--- config.mk ---
export PLATFORM = sky130hd
export DESIGN_NAME = except_flush_ctrl
export DESIGN_NICKNAME = d
export VERILOG_FILES = /design/src/rtl/except_flush_ctrl.sv
export SDC_FILE = /design/constraint.sdc
export NUM_CORES = 1
export LEC_CHECK = 0
export ABC_AREA = 1
export CORE_UTILIZATION = 54
export DETAILED_ROUTE_END_ITERATION = 8
export PLACE_DENSITY = 0.86
export SKIP_CTS_REPAIR_TIMING = 1
export SLEW_MARGIN = 0
export SYNTH_ARGS = -nofsm -noshare
export SYNTH_HDL_FRONTEND = slang
export SYNTH_SLANG_ARGS = --single-unit
--- constraint.sdc ---
create_clock -name clk -period 6.2 [get_ports clk]
set_input_delay 0.93 -clock clk [delete_from_list [all_inputs] [get_ports clk]]
set_output_delay 0.93 -clock clk [all_outputs]
set_load 0.05 [all_outputs]
--- src/rtl/except_flush_ctrl.sv ---
// except_flush_ctrl
// Sequences exception and ERET handling once the M-stage priority encoder has
// produced excepttype. It captures the faulting context, waits out memory
// stalls, commits to CP0 in a single cycle, then flushes the pipeline and
// redirects fetch to the exception vector or to EPC.
module except_flush_ctrl #(
  parameter logic [31:0] EXC_VEC      = 32'hBFC00380,
  parameter logic [31:0] REFILL_VEC   = 32'hBFC00200,
  parameter logic [31:0] ERET_CODE    = 32'h0000000E,
  parameter int          FLUSH_CYCLES = 2
) (
  input  logic        clk,
  input  logic        resetn,
  input  logic [31:0] excepttype_i,
  input  logic [31:0] pc_i,
  input  logic        in_delayslot_i,
  input  logic [31:0] cp0_epc_i,
  input  logic        stall_i,
  output logic        cp0_exc_we_o,
  output logic [4:0]  cp0_excode_o,
  output logic [31:0] cp0_epc_o,
  output logic        cp0_bd_o,
  output logic        eret_o,
  output logic        flush_o,
  output logic        newpc_valid_o,
  output logic [31:0] newpc_o,
  output logic        busy_o,
  output logic [7:0]  exc_cnt_o
);

  // The flush down-counter only needs to hold FLUSH_CYCLES-1.
  localparam int FC_W = (FLUSH_CYCLES > 2) ? $clog2(FLUSH_CYCLES) : 1;

  typedef enum logic [1:0] {
    S_IDLE   = 2'd0,
    S_HOLD   = 2'd1,
    S_COMMIT = 2'd2,
    S_FLUSH  = 2'd3
  } state_t;

  state_t            r_state;

  // Captured faulting-instruction context
  logic [31:0]       r_type;
  logic [31:0]       r_pc;
  logic              r_bd;
  logic [FC_W-1:0]   r_fcnt;

  // Registered outputs
  logic              r_cp0_we;
  logic [4:0]        r_excode;
  logic [31:0]       r_epc;
  logic              r_bd_out;
  logic              r_eret;
  logic              r_flush;
  logic              r_npc_vld;
  logic [31:0]       r_npc;
  logic              r_busy;
  logic [7:0]        r_cnt;

  // Context as seen by the commit logic: the live inputs when committing
  // straight out of IDLE, otherwise the captured copy.
  logic [31:0]       w_type;
  logic [31:0]       w_pc;
  logic              w_bd;
  logic              w_go_commit;
  logic              w_is_eret;
  logic              w_is_refill;
  logic [31:0]       w_epc_calc;
  logic [4:0]        w_excode;

  // Maps the encoded exception type onto Cause.ExcCode.
  function automatic logic [4:0] f_excode(input logic [31:0] t);
    logic [4:0] c;
    case (t)
      32'h01:          c = 5'd0;   // Int
      32'h04:          c = 5'd4;   // AdEL
      32'h05:          c = 5'd5;   // AdES
      32'h08:          c = 5'd8;   // Sys
      32'h09:          c = 5'd9;   // Bp
      32'h0A:          c = 5'd10;  // RI
      32'h0B:          c = 5'd11;  // CpU
      32'h0C:          c = 5'd12;  // Ov
      32'h0D:          c = 5'd13;  // Tr
      32'h10, 32'h12:  c = 5'd2;   // TLBL (refill / invalid)
      32'h11, 32'h13:  c = 5'd3;   // TLBS (refill / invalid)
      32'h14:          c = 5'd1;   // Mod
      default:         c = 5'd10;  // unknown codes reported as RI
    endcase
    return c;
  endfunction

  // EPC points at the branch when the faulting instruction sits in a delay slot.
  function automatic logic [31:0] f_epc(input logic [31:0] pc, input logic bd);
    return bd ? (pc - 32'd4) : pc;
  endfunction

  // Commit source selection and decode.
  always_comb begin
    w_type      = r_type;
    w_pc        = r_pc;
    w_bd        = r_bd;
    if (r_state == S_IDLE) begin
      w_type = excepttype_i;
      w_pc   = pc_i;
      w_bd   = in_delayslot_i;
    end
    w_go_commit = ((r_state == S_IDLE) && (excepttype_i != 32'd0) && !stall_i) ||
                  ((r_state == S_HOLD) && !stall_i);
    w_is_eret   = (w_type == ERET_CODE);
    w_is_refill = (w_type == 32'h10) || (w_type == 32'h11);
    w_epc_calc  = f_epc(w_pc, w_bd);
    w_excode    = f_excode(w_type);
  end

  // Sequencer FSM with registered outputs. Entry into COMMIT is handled after
  // the case statement so IDLE and HOLD share one commit path; its
  // assignments take precedence over the per-state ones.
  always_ff @(posedge clk) begin
    if (!resetn) begin
      r_state   <= S_IDLE;
      r_type    <= 32'd0;
      r_pc      <= 32'd0;
      r_bd      <= 1'b0;
      r_fcnt    <= '0;
      r_cp0_we  <= 1'b0;
      r_excode  <= 5'd0;
      r_epc     <= 32'd0;
      r_bd_out  <= 1'b0;
      r_eret    <= 1'b0;
      r_flush   <= 1'b0;
      r_npc_vld <= 1'b0;
      r_npc     <= 32'd0;
      r_busy    <= 1'b0;
      r_cnt     <= 8'd0;
    end else begin
      r_cp0_we  <= 1'b0;
      r_eret    <= 1'b0;
      r_npc_vld <= 1'b0;

      case (r_state)
        S_IDLE: begin
          if (excepttype_i != 32'd0) begin
            r_type <= excepttype_i;
            r_pc   <= pc_i;
            r_bd   <= in_delayslot_i;
            if (stall_i) begin
              r_state <= S_HOLD;
              r_busy  <= 1'b1;
            end
          end
        end
        S_HOLD: begin
          r_busy <= 1'b1;
        end
        S_COMMIT: begin
          if (FLUSH_CYCLES > 1) begin
            r_state <= S_FLUSH;
            r_fcnt  <= FC_W'(FLUSH_CYCLES - 1);
          end else begin
            r_state <= S_IDLE;
            r_flush <= 1'b0;
            r_busy  <= 1'b0;
          end
        end
        S_FLUSH: begin
          if (r_fcnt <= FC_W'(1)) begin
            r_state <= S_IDLE;
            r_flush <= 1'b0;
            r_busy  <= 1'b0;
          end else begin
            r_fcnt <= r_fcnt - FC_W'(1);
          end
        end
        default: begin
          r_state <= S_IDLE;
          r_flush <= 1'b0;
          r_busy  <= 1'b0;
        end
      endcase

      if (w_go_commit) begin
        r_state   <= S_COMMIT;
        r_busy    <= 1'b1;
        r_flush   <= 1'b1;
        r_npc_vld <= 1'b1;
        r_cnt     <= r_cnt + 8'd1;
        if (w_is_eret) begin
          r_eret <= 1'b1;
          r_npc  <= cp0_epc_i;
        end else begin
          r_cp0_we <= 1'b1;
          r_excode <= w_excode;
          r_epc    <= w_epc_calc;
          r_bd_out <= w_bd;
          r_npc    <= w_is_refill ? REFILL_VEC : EXC_VEC;
        end
      end
    end
  end

  assign cp0_exc_we_o  = r_cp0_we;
  assign cp0_excode_o  = r_excode;
  assign cp0_epc_o     = r_epc;
  assign cp0_bd_o      = r_bd_out;
  assign eret_o        = r_eret;
  assign flush_o       = r_flush;
  assign newpc_valid_o = r_npc_vld;
  assign newpc_o       = r_npc;
  assign busy_o        = r_busy;
  assign exc_cnt_o     = r_cnt;

endmodule

Yosys cells after proc, flatten, opt, wreduce, memory -nomap -nowiden
Memories as Yosys holds them, arrays and structs flattened.
Cells that the tools add are included.
{"block": "totals", "regBits": 151, "memories": 1, "output_inout_bits": 83, "elab_cells": 84, "input_bits": 100, "rom_bits": 128}
{"name": "(no name shown)", "depth": 32, "width": 4, "rd": 1, "rd_ports_with_merged_regs": 0, "write_ports": 0, "line": "75", "text": "case (t)"}
{"block": "op_classes", "reduce_logical": 23, "bitwise": 2, "n_mux": 24, "eq_ne": 14, "add_sub_neg": 3, "order_cmp": 1}
{"operator": "32-bit 2-to-1 mux", "count": 4}
{"operator": "32-bit by 5-bit == test with 1-bit output (second input constant)", "count": 2}
{"operator": "32-bit by 4-bit == test with 1-bit output (second input constant)", "count": 1}
{"operator": "32-bit nonzero test", "count": 1}
{"operator": "32-bit by 3-bit subtractor with 32-bit output (second input constant)", "count": 1}
{"operator": "27-bit logical NOT", "count": 1}
{"operator": "4-bit AND reduction", "count": 3}
{"operator": "1-bit 2-to-1 mux", "count": 11}
{"operator": "2-bit AND reduction", "count": 5}
{"operator": "9-bit 2-to-1 mux", "count": 1}
{"operator": "8-bit by 1-bit adder with 8-bit output (second input constant)", "count": 1}
{"operator": "2-bit 2-to-1 mux", "count": 4}
{"operator": "2-bit != test (second input constant)", "count": 4}
{"operator": "3-bit != test (second input constant)", "count": 2}
{"operator": "2-bit case mux with 3 select lines", "count": 1}
{"operator": "2-bit nonzero test", "count": 3}
{"operator": "5-bit 2-to-1 mux", "count": 1}
{"operator": "2-bit == test (second input constant)", "count": 2}
{"operator": "4-bit nonzero test", "count": 1}
{"operator": "1-bit logical AND", "count": 3}
{"operator": "3-bit by 2-bit != test with 1-bit output (second input constant)", "count": 1}
{"operator": "1-bit case mux with 3 select lines", "count": 1}
{"operator": "3-bit nonzero test", "count": 1}
{"operator": "2-bit by 1-bit == test with 1-bit output (second input constant)", "count": 1}
{"operator": "9 further kinds", "count": 11}

Logic depth before layout (Yosys ltp)
{"block": "logic_depth", "depth_word": 6, "depth_mapped": 16, "mapped_depth_nobuf": 15}

Worst setup path before layout
No wires, ideal clock.
{"block": "synth_path", "kind": "input to register", "start": "input excepttype_i[13]", "end": "register r_npc[0] (netlist: newpc_o[0])", "t_arrival_ns": 2.197, "setup_slack_ns": 3.889, "required_ns": 6.087, "n_path_buf": 1, "setup_time_ns": 0.113, "stages": 13, "cell_sequence": "nor2_1 -> nand2_1 -> nor2_1 -> nand2_1 -> nor2_2 -> nand2_1 -> nand2_1 -> nor2_1 -> nand2_1 -> inv_2 -> buf_2 -> nand2_1 -> nand2_1"}
{"block": "synth_via", "elab_chain_len": 4, "elab_cells_between_ends": 7, "cone_classes": "eq/ne (1); mux (2); reduce/logical (4)"}
{"item": "from (decl)", "line": "14", "text": "input logic [31:0] excepttype_i,"}
{"item": "parallel branches: the longest is 4 deep, another holds 32-bit 2-to-1 mux"}
{"item": "to (signal assigned)", "line": "190", "text": "r_npc <= cp0_epc_i;"}
{"item": "to (signal assigned)", "line": "196", "text": "r_npc <= w_is_refill ? REFILL_VEC : EXC_VEC;"}
{"item": "to (decl)", "line": "57", "text": "logic [31:0] r_npc;"}
Parallel ways; which one is timed is not known.
A chain may end at the register's enable or synchronous reset.

Final worst setup path
{"block": "layout_path", "start": "input excepttype_i[4]", "end": "register r_excode[0] (netlist: cp0_excode_o[0])"}
{"block": "layout_via", "elab_chain_len": 5, "elab_cells_between_ends": 10, "cone_classes": "eq/ne (1); mux (2); bitwise (1); reduce/logical (5); memory (1)"}
{"item": "parallel branches: the longest is 5 deep, another holds memory read 32 x 4 bit"}
{"item": "to (signal assigned)", "line": "193", "text": "r_excode <= w_excode;"}
{"item": "to (decl)", "line": "51", "text": "logic [4:0] r_excode;"}
Parallel ways; which one is timed is not known.

==> impl_metrics.yaml <==
outcome:
  run_status: "completed"
critical_path:
  critical_path.max_fanout: 27
  timing.critical_path.buf_inv: 1
  path_common_cell: "nand2_1"
  cp_top_family: "simple AND/OR/NAND/NOR gates"
  timing.critical_path.required_ns: 6.53
  worstSetupStartpointType: "input port"
  data_arrival_at_the_endpoint_of_the_critical_path_ns: 3.65
  cell_chain_of_the_critical_path: "clkdlybuf4s50_1, nor2_1, nand2_1, nor2_1, nand2_1, nor2_2, nand2_1, nand2_1, nor2_1, nand2_4, o21ai_0"
  critical-path-max-stage-delay_ns: 0.87
  critPathCaptureType: "flip-flop"
  slowest_stage: "nor2_1"
  worst-setup-path-type: "in2reg"
cts:
  clk_path_buf_depth: 2
  ctsHtreeMaxLevel: 4
  worst_setup_hold_path_clk_slew_ns: 0.06
  tritoncts_clock_tree: "built"
  cts_root_buf: "clkbuf_16"
  worst_skew_pair.late_latency_ns: 0.43
  cts_made_buffers: 17
  clock_sinks: 149
yosys:
  syn-cell-area_um2: 7510
  netlist.top_cell.by_area: "dfxtp_1"
  edff_count_synth: 0
  synthesis.nets: 1234
  postSynthAreaPerCell_um2: 6.64
  synth.top_cells.by_area: "dfxtp_1 (40%), nand2_1 (17%), nor2_1 (7.3%)"
  ys_seq_area_share_pct: 39.7
  asyncSetResetFlopFracSynth_pct: 0
  syn-instance-count: 1132
  synth_top_area_share_pct: 39.7
  yosys.cell_types.count: 38
  postSynthRegisterBits: 149
  synth-warning-count: 0
  synth_flop_cell: "dfxtp_1"
detailed_routing:
  drt-vias-per-instance: 5.17
  vias: 7635
  dr.first_iter.drc_count: 721
  post_drt_wl_per_cell_um: 13.8
  postRouteAntennaNets: 0
  drtPass1Iterations: 6
  drc: 0
  wl_mm: 20.4
grt:
  grt_max_degree: 97
  grt_remaining_overflow: 0
  first_global_vias: 6808
  grtUsageTotal_pct: 29.0
  grt_first_pass_wirelength_mm: 33.2
  grt_antenna_before_repair: 0
job:
  maxCapViolations: 0
die:
  initial_cell_density_of_the_core_pct: 56.1
  die_h_um: 120
  core.rowCount: 42
  die_w_um: 120
  pin_count: 183
  floorplan.core_area_um2: 13400
  fp.dieArea_um2: 14400
timing:
  timing.max_slew.rel_slack_pct: 28.3
  hold_viol: 0
  layout_min_cycle_time_ns: 3.32
  timing.setup.tns_ns: 0
  timing.final.crit_share_pct: 53.5
  fmax_ghz: 0.301
  finalMaxSlewViolations: 0
  tightestPinTransition_ns: 1.07
  worst_hold_slack_ns: 0.452
  report.final.setup_viol: 0
  timing.final.ws_setup_ns: 2.88
  clock-skew-final_ns: 0.00873
  rsz0062_at_grt: "no"
hold_path:
  hold_class: "reg2reg"
finish:
  final-seq-area_um2: 2980
  most-common-layout-cells: "nand2_1 (339), clkdlybuf4s50_1 (180), dfxtp_1 (149)"
  num-fill-cells: 1035
  layout-area-overhead-vs-synth_pct: 32.1
  multiInputGateArea_um2: 3790
  finalNetCount: 1390
  number_of_antenna_repair_diodes: 0
  post_route_cells_drive_above_1_share_pct: 7.76
  final_core_area_utilization_pct: 74.1
  most_common_cell_after_layout_fill_and_taps_aside: "nand2_1"
place:
  port-buffer-count: 181
  dp_hpwl_mm: 14.5
  preCtsSetupSlack_ns: 2.55
  place.gp.congestion: 0.942
power:
  leakage_nw: 4.38
  worst_ir_drop_vdd_mv: 0.167
  power_per_cell_area_nw_per_um2: 308
## sequential cells by signal, indices dropped and copies added, names as in the netlist
signal	cells
newpc_o	32
r_pc	32
busy_o	1
flush_o	1
newpc_valid_o	1
cp0_exc_we_o	1
cp0_excode_o	4
cp0_bd_o	1
r_state	2
eret_o	1
r_bd	1
cp0_epc_o	32
r_type	32
exc_cnt_o	8
## per-stage QoR
step	instance area, um2	total power, mW	instances
2_1_floorplan	7510	1.71	1132
3_3_place_gp	9290	1.93	1445
3_5_place_dp	9290	1.95	1445
4_1_cts	9930	3.06	1477
5_1_grt	9930	3.20	1477
6_report	9930	3.06	1477
## synth_stat cells (8+ instances only)
library cell	instances
buf_6	8
nor2_2	12
nor2_4	11
clkbuf_1	28
o21ai_2	12
o21ai_0	84
nand4_1	15
nand2_2	13
inv_1	114
a21oi_1	66
nor2_1	147
dfxtp_1	149
o21ai_1	12
nand2_1	339
nand3_1	59
## per-layer routing
layer  vias to the layer above  global-route usage (%)  share of wire [%]
met5                         -                       0                  0
met4                         0                    10.2                1.7
met3                        29                    7.03                7.6
met2                       306                    45.5                 46
met1                      3423                    38.6                 45
li1                       3877                       -                  -
## report_power, final
group          total [mW]  leakage (nW)  internal [mW]  switching [mW]
Sequential           1.11          1.23           1.05          0.0516
Combinational       0.837          2.84          0.276           0.561
Clock                1.12         0.303          0.691           0.428
## layout make-up
cell class              instances  area share [%]
clock buffers                  19            4.46
clock inverters                13            1.95
inverters                     119            4.50
multi-input cells             814            38.2
flip-flops and latches        149            30.0
well taps                     176            2.22
repair buffers                187            18.7
## worst register-to-register path: stages (launching register included)
cell and delay [ns]:
dfxtp_1 0.37, nor2_4 0.85, buf_4 0.52, nand2_1 0.11, o21ai_1 0.21, nand2_1 0.22, inv_2 0.12, nand3_1 0.16
nor2_4 0.21, nor2_1 0.08, nor3_1 0.27, nor2_1 0.06
## final timing paths
check,end,depth (start not counted),slack [ns],startpoint
max reg2reg,cp0_epc_o[14]$_SDFFE_PN0P_,11,2.93,r_state[1]$_SDFFE_PN0P_
max,cp0_excode_o[0]$_SDFFE_PN0P_,11,2.88,excepttype_i[4]
min,cp0_epc_o[4]$_SDFFE_PN0P_,2,0.45,cp0_epc_o[4]$_SDFFE_PN0P_
min reg2reg,cp0_epc_o[4]$_SDFFE_PN0P_,2,0.45,cp0_epc_o[4]$_SDFFE_PN0P_
## kinds of logic (layout without fill, tap and decap cells)
group	count (synthesis)	after routing	synth area share, %
and+or+nand+nor	614	614	35.0
DFF	149	149	39.7
buffers and inverters	169	338	10.0
AOI/OAI and AO/OA	184	184	13.4
xor gates and xnor gates	13	13	1.52
adders and majority gates	2	2	0.333
other	1	1	0.0499
(Power assumes the default switching activity.)
